--- config.mk ---
export PLATFORM = sky130hd
export DESIGN_NAME = pc_counter_n
export DESIGN_NICKNAME = d
export VERILOG_FILES = /design/src/rtl/pc_counter_n_pkg.sv /design/src/rtl/pc_counter_n_return_stack.sv /design/src/rtl/pc_counter_n.sv
export SDC_FILE = /design/constraint.sdc
export NUM_CORES = 1
export LEC_CHECK = 0
export CAP_MARGIN = 20
export CELL_PAD_IN_SITES_DETAIL_PLACEMENT = 1
export CELL_PAD_IN_SITES_GLOBAL_PLACEMENT = 2
export CORE_MARGIN = 8
export CORE_UTILIZATION = 39
export DETAILED_ROUTE_END_ITERATION = 12
export PLACE_DENSITY_LB_ADDON = 0.1
export SYNTH_ARGS = -nofsm -noshare
export SYNTH_HDL_FRONTEND = slang
export SYNTH_SLANG_ARGS = --single-unit
--- constraint.sdc ---
create_clock -name clk -period 3.7 [get_ports clk]
set_input_delay 0.74 -clock clk [delete_from_list [all_inputs] [get_ports clk]]
set_output_delay 0.74 -clock clk [all_outputs]
set_load 0.03 [all_outputs]
--- src/rtl/pc_counter_n_pkg.sv ---
// Shared definitions for the parametrised Hack program counter:
// command encoding after priority resolution and return-stack pointer sizing.
package pc_counter_n_pkg;

    typedef enum logic [2:0] {
        OP_HOLD = 3'd0,
        OP_INC  = 3'd1,
        OP_DEC  = 3'd2,
        OP_LOAD = 3'd3,
        OP_CALL = 3'd4,
        OP_RET  = 3'd5
    } op_t;

    // One extra bit so that "full" (ptr == DEPTH) is distinguishable from "empty".
    function automatic int ptr_width(input int depth);
        return $clog2(depth) + 1;
    endfunction

endpackage

--- src/rtl/pc_counter_n_return_stack.sv ---
// DEPTH x WIDTH LIFO holding return addresses; reset clears only the pointer,
// the storage array keeps whatever it held.
module return_stack
    import pc_counter_n_pkg::*;
#(
    parameter int WIDTH = 16,
    parameter int DEPTH = 4
) (
    input  logic             clk,
    input  logic             reset,
    input  logic             push,
    input  logic             pop,
    input  logic [WIDTH-1:0] din,
    output logic [WIDTH-1:0] top,
    output logic             full,
    output logic             empty
);

    localparam int PW = ptr_width(DEPTH);
    localparam int AW = PW - 1;

    logic [PW-1:0]    ptr;
    logic [AW-1:0]    top_idx;
    logic [WIDTH-1:0] mem [DEPTH];

    assign empty   = (ptr == '0);
    assign full    = (ptr == PW'(DEPTH));
    assign top_idx = ptr[AW-1:0] - AW'(1);
    assign top     = mem[top_idx];

    always_ff @(posedge clk) begin
        if (reset) begin
            ptr <= '0;
        end else if (push && !full) begin
            ptr <= ptr + PW'(1);
        end else if (pop && !empty) begin
            ptr <= ptr - PW'(1);
        end
    end

    always_ff @(posedge clk) begin
        if (push && !full) begin
            mem[ptr[AW-1:0]] <= din;
        end
    end

endmodule

--- src/rtl/pc_counter_n.sv ---
// Registered program counter with step inc/dec, load, wrap/saturate overflow
// handling and a hardware return-address stack for call/return.
module pc_counter_n
    import pc_counter_n_pkg::*;
#(
    parameter int               WIDTH     = 16,
    parameter int               STEP      = 1,
    parameter int               DEPTH     = 4,
    parameter bit               SATURATE  = 1'b0,
    parameter logic [WIDTH-1:0] RESET_VAL = '0
) (
    input  logic             clk,
    input  logic             reset,
    input  logic [WIDTH-1:0] in,
    input  logic             load,
    input  logic             inc,
    input  logic             dec,
    input  logic             push,
    input  logic             pop,
    output logic [WIDTH-1:0] out,
    output logic             stack_empty,
    output logic             stack_full,
    output logic             wrap,
    output logic             err
);

    localparam logic [WIDTH:0] STEP_X = (WIDTH+1)'(STEP);

    op_t              op;
    logic [WIDTH:0]   sum;
    logic [WIDTH:0]   diff;
    logic [WIDTH-1:0] out_n;
    logic [WIDTH-1:0] stk_top;
    logic             wrap_n;
    logic             err_n;
    logic             stk_push;
    logic             stk_pop;

    always_comb begin
        op = OP_HOLD;
        if (pop) begin
            op = OP_RET;
        end else if (load) begin
            op = push ? OP_CALL : OP_LOAD;
        end else if (dec) begin
            op = OP_DEC;
        end else if (inc) begin
            op = OP_INC;
        end
    end

    // Carry/borrow out of the extra top bit is exactly the overflow condition.
    assign sum  = {1'b0, out} + STEP_X;
    assign diff = {1'b0, out} - STEP_X;

    always_comb begin
        out_n    = out;
        wrap_n   = 1'b0;
        err_n    = 1'b0;
        stk_push = 1'b0;
        stk_pop  = 1'b0;
        unique case (op)
            OP_RET: begin
                if (stack_empty) begin
                    err_n = 1'b1;
                end else begin
                    out_n   = stk_top;
                    stk_pop = 1'b1;
                end
            end
            OP_CALL: begin
                out_n = in;
                if (stack_full) begin
                    err_n = 1'b1;
                end else begin
                    stk_push = 1'b1;
                end
            end
            OP_LOAD: out_n = in;
            OP_DEC: begin
                wrap_n = diff[WIDTH];
                out_n  = (SATURATE && diff[WIDTH]) ? '0 : diff[WIDTH-1:0];
            end
            OP_INC: begin
                wrap_n = sum[WIDTH];
                out_n  = (SATURATE && sum[WIDTH]) ? '1 : sum[WIDTH-1:0];
            end
            default: out_n = out;
        endcase
    end

    always_ff @(posedge clk) begin
        if (reset) begin
            out  <= RESET_VAL;
            wrap <= 1'b0;
            err  <= 1'b0;
        end else begin
            out  <= out_n;
            wrap <= wrap_n;
            err  <= err_n;
        end
    end

    // The saved return address always wraps, independent of SATURATE.
    return_stack #(
        .WIDTH(WIDTH),
        .DEPTH(DEPTH)
    ) u_stack (
        .clk  (clk),
        .reset(reset),
        .push (stk_push),
        .pop  (stk_pop),
        .din  (sum[WIDTH-1:0]),
        .top  (stk_top),
        .full (stack_full),
        .empty(stack_empty)
    );

endmodule

# Word level (Yosys, flattened, before mapping)
# Memories as Yosys holds them, arrays and structs flattened.
# Index checks and enable logic that the tools add are counted.
dict set report word_totals {
  output_inout_bits 20
  mem_bits_rw 64
  inputBits 23
  register_bits 21
  memories 1
}
# memory words width read_ports rd_ports_with_merged_regs wr line_no
set mem_list {}
lappend mem_list {u_stack.mem 4 16 1 0 1 pc_counter_n_return_stack.sv:24} ;# logic [WIDTH-1:0] mem [DEPTH];
dict set report classes {
  addsub 5
  n_eq_ne 7
  reduce_logical 9
  mux 19
}
# operator count
set op_table {}
lappend op_table {{16-bit one-hot mux with 4 select lines} 1}
lappend op_table {{16-bit by 1-bit adder with 17-bit output (second input constant)} 1}
lappend op_table {{16-bit by 1-bit subtractor with 17-bit output (second input constant)} 1}
lappend op_table {{16-bit two-way mux} 1}
lappend op_table {{3-bit two-way mux} 5}
lappend op_table {{3-bit == test (second input constant)} 3}
lappend op_table {{1-bit two-way mux} 9}
lappend op_table {{3-bit by 2-bit == test with 1-bit output (second input constant)} 2}
lappend op_table {{1-bit one-hot mux with 2 select lines} 2}
lappend op_table {{4-bit nonzero test} 1}
lappend op_table {{3-bit by 1-bit adder with 3-bit output (second input constant)} 1}
lappend op_table {{3-bit by 1-bit == test with 1-bit output (second input constant)} 1}
lappend op_table {{3-bit zero test} 1}
lappend op_table {{3-bit by 1-bit subtractor with 3-bit output (second input constant)} 1}
lappend op_table {{1-bit logical AND} 2}
lappend op_table {{1-bit zero test} 2}
lappend op_table {{2-bit two-way mux} 1}
lappend op_table {{2-bit != test (second input constant)} 1}
lappend op_table {{2-bit AND reduction} 1}
lappend op_table {{2-bit nonzero test} 1}
lappend op_table {{2-bit OR reduction} 1}
lappend op_table {{2-bit by 1-bit subtractor with 2-bit output (second input constant)} 1}

# Longest topological paths before layout
dict set report depth {
  depth_word 9
  ltp_mapped 11
  ltp_nobuf 9
}

# Cells and area by module
# A second synthesis with hierarchy kept.
dict set report unflattened {
  cells_unflattened 363
  area_unflattened_um2 4425.5
}
# mod area_per_inst_um2 cells_per_inst n_inst
set by_module_without_submodules {}
lappend by_module_without_submodules {return_stack 2681.3 122 1}
lappend by_module_without_submodules {pc_counter_n 1744.2 241 1}

# Least setup slack after synthesis
# No wires, ideal clock.
dict set report synth_path {
  kind {flip-flop to flip-flop}
  from {reg u_stack.ptr[0]}
  to {reg u_stack.ptr[2]}
  setup_slack_ns 0.856
  synth_period_minus_slack_ns 2.844
  path_stages_with_launch 11
  arrival_ns 2.759
  path_buffers 2
  path_cell_list {dfxtp_1 > buf_2 > buf_2 > inv_1 > ha_1 > and2_1 > nor2_1 > inv_1 > fa_1 > mux2_2 > a211oi_1}
}
dict set report synth_between {
  elab_chain_len 5
  elab_cells_between_ends 15
}
# element line_no
set synth_rtl {}
lappend synth_rtl {{from (decl)} pc_counter_n_return_stack.sv:22} ;# logic [PW-1:0] ptr;
lappend synth_rtl {{from (signal assigned)} pc_counter_n_return_stack.sv:35} ;# ptr <= ptr + PW'(1);
lappend synth_rtl {{from (signal assigned)} pc_counter_n_return_stack.sv:37} ;# ptr <= ptr - PW'(1);
lappend synth_rtl {{3-bit == test *} pc_counter_n_return_stack.sv:27} ;# assign full = (ptr == PW'(DEPTH));
lappend synth_rtl {{via stack_full} pc_counter_n.sv:22} ;# output logic stack_full,
lappend synth_rtl {{1-bit two-way mux} pc_counter_n.sv:73} ;# if (stack_full) begin
lappend synth_rtl {{1-bit two-way mux} pc_counter_n.sv:62} ;# unique case (op)
lappend synth_rtl {{1-bit logical AND *} pc_counter_n_return_stack.sv:34} ;# end else if (push && !full) begin
lappend synth_rtl {{3-bit two-way mux / 2-bit nonzero test (equally long branches)} --}
# Mark *: on every way through the listed nets, which the timed path passes. The rest lies on a longest branch. The select of a mux whose other input is x is not followed.
# A chain may end at the register's enable or synchronous reset.

# Final worst setup path
dict set report layout_path {
  from {in pop}
  to {reg u_stack.ptr[2]}
}
dict set report layout_between {
  elab_chain_len 5
  elab_cells_between_ends 9
}
# element line_no
set layout_rtl {}
lappend layout_rtl {{from (decl)} pc_counter_n.sv:19} ;# input logic pop,
lappend layout_rtl {{3-bit two-way mux *} pc_counter_n.sv:41} ;# if (pop) begin
lappend layout_rtl {{3-bit == test} pc_counter_n.sv:62}
lappend layout_rtl {{1-bit two-way mux} pc_counter_n.sv:62}
lappend layout_rtl {{1-bit logical AND (on tied branches)} {pc_counter_n_return_stack.sv:34, pc_counter_n_return_stack.sv:36}}
lappend layout_rtl {{3-bit two-way mux / 2-bit nonzero test (equally long branches)} --}
# Mark *: on every way between the ends. The rest lies on a longest branch, timed or not.

==> flow_metrics.tcl <==
set metrics [dict create \
    outcome "finished, final reports clean" \
    max_slew_margin_pct 39.13 \
    critPathTopFamily "buffers and inverters" \
    nets 421 \
    instances_no_fill 536 \
    end_kind "flop" \
    hpwl_mm 8.229 \
    synth_edf_count 64 \
    powerDensity_nw_per_um2 728.2 \
    synth_ff_type "edfxtp_1" \
    grt_pass1_vias 3284 \
    hold_buffers 0 \
    cp_max_fo 14 \
    synth_area_leader_cell "edfxtp_1" \
    die_w_um 121.0 \
    h-tree-depth 3 \
    worst_pin_slew_ns 0.9131 \
    root_buffer "clkbuf_8" \
    cts_buffers 9 \
    dieArea_um2 14650 \
    viasPerCell 5.618 \
    total_power_mw 3.706 \
    slew_viol_final 0 \
    syn_inst 350 \
    start_util_pct 39.87 \
    post-cts-setup-buffer-count 0 \
    p_leak_nw 1.695 \
    diodes 0 \
    yosysWarnings 0 \
    drt_iter0_drc 145 \
    hold_viol 0 \
    yosysSeqAreaShare_pct 54.43 \
    rsz0062_at_grt "false" \
    port_buffers 42 \
    async_flop_share_pct 0 \
    cts_tree "built" \
    gp_congestion 0.7719 \
    place_inst 520 \
    period_share_pct 73.64 \
    io-pin-count 43 \
    grt_max_degree 20 \
    layout_min_cycle_time_ns 2.725 \
    post_dp_cell_area_um2 4905 \
    drive_gt1_share_pct 14.90 \
    path_clk_slew_ns 0.08 \
    cts-resized-gates 0 \
    peakVddDrop_v 0.0005961 \
    cts.path.max_buffers 2 \
    syn_nets 380 \
    vias 3011 \
    fin_tns_setup_ns 0 \
    layout_common_cells "edfxtp_1, clkdlybuf4s50_1, nor2_1, nand2_1, dfxtp_1" \
    antenna_found_initial 0 \
    drc 0 \
    wl_per_cell_um 22.29 \
    cp_slowest_cell "clkdlybuf4s50_1" \
    postLayoutCellArea_um2 5089 \
    synthesis.area_um2 4303 \
    worst_ep_arrival_time_ns 2.99 \
    wirelength_mm 11.95 \
    cp_data_required_time_ns 3.97 \
    grt_usage_pct 17.23 \
    rows 38 \
    crit_chain "clkdlybuf4s50_1, nand3b_1, nor2_1, inv_1, fa_1, mux2_2, a211oi_1" \
    setup_viol 0 \
    worstSetupPathType "in -> reg" \
    fp.dieH_um 121.0 \
    gr-total-overflow 0 \
    ys_top_cells_by_area "edfxtp_1, dfxtp_1, mux4_2, xnor2_1, nor2_1" \
    drtPass1Iterations 4 \
    hp-class "reg -> reg" \
    synthToLayoutAreaGrowth_pct 18.26 \
    grt_pass1_wl_mm 18.98 \
    max_freq_mhz 367.0 \
    post-route-util_pct 47.15 \
    ys_ff_latch 85 \
    max_cap_viol_count 0 \
    core-area_um2 10790 \
    slowest_delay_ns 0.67 \
    layout_commonest_cell "edfxtp_1" \
    ant_nets 0 \
    critPathLaunchType "primary input" \
    synth_top_area_share_pct 44.66 \
    fin_skew_ns 0.009594 \
    worstPathBufferInverterCount 2 \
    synth_area_per_cell_um2 12.29 \
    clock-sinks 85 \
    ys_types 56 \
    clk_latency_ns 0.36 \
]
## registers in the layout, indices dropped and copies added (netlist names)
name         count
out             16
err              1
u_stack.ptr      3
wrap             1
u_stack.mem     64
## through the flow
| stage | hold slack [ns] | setup slack [ns] |
|---|---|---|
| 2_1_floorplan | 0.4767 | 0.8557 |
| 3_3_place_gp | 0.5139 | 0.7010 |
| 3_5_place_dp | 0.5283 | 0.6163 |
| 4_1_cts | 0.5493 | 0.9509 |
| 5_1_grt | 0.5837 | 0.8349 |
| 6_report | 0.5451 | 0.9752 |
## layout make-up
type / count / area (um^2)
fill: 1113 / 5704
clock inverter: 4 / 48.80
tap: 140 / 175.2
timing repair buffer: 58 / 540.5
inverter: 9 / 33.78
clock buffer: 12 / 135.1
multi-input combinational: 228 / 1813
sequential: 85 / 2342
## cell families (layout without fill, tap and decap cells)
logic type,after synthesis,in the layout,synth area share [%]
muxes,22,22,9.858
xor gates and xnor gates,23,23,4.682
DFF,85,85,54.43
adders and majority gates,7,7,2.210
AOI/OAI and AO/OA,55,55,9.625
and+or+nand+nor,121,121,15.50
buffers and inverters,37,83,3.693
## per-layer routing
layer  vias up  GRT usage [%]  share of wire [%]
li1       1419              -                  -
met1      1538          21.57                 46
met2        41          29.15                 50
met3        13          3.071                3.0
met4         0          6.245                1.4
met5         -              0                  0
## where the power goes
| part | switching (mW) | leakage, nW | internal [mW] |
|---|---|---|---|
| registers | 0.222 | 0.761 | 1.23 |
| logic | 0.917 | 0.840 | 0.697 |
| clock network | 0.328 | 0.0943 | 0.312 |
## synth_stat cells, types with 9 or more instances
cell      instances
dfxtp_1          21
buf_2            12
xnor2_1          15
a221oi_1         11
mux4_2           16
clkbuf_1         11
nor3_1           11
inv_1             9
nand3_1          10
nor2_1           29
edfxtp_1         64
nand2_1          28
## worst reg2reg max path, cell delays in order, from the launching register on
cell	delay, ns
dfxtp_1	0.44
inv_1	0.22
ha_1	0.23
nor3b_1	0.67
nand4_1	0.21
xnor2_1	0.17
a221oi_1	0.29
a211oi_1	0.12
## worst paths after layout
check                                     from             end  slack [ns]  cells past startpoint
worst min register to register  u_stack.ptr[2]  u_stack.ptr[2]        0.55                      1
worst min-delay path            u_stack.ptr[2]  u_stack.ptr[2]        0.55                      1
worst max register to register          out[0]         out[14]        1.25                      7
worst max-delay path                       pop  u_stack.ptr[2]        0.98                      7
Power figures use the tool's default switching activity.
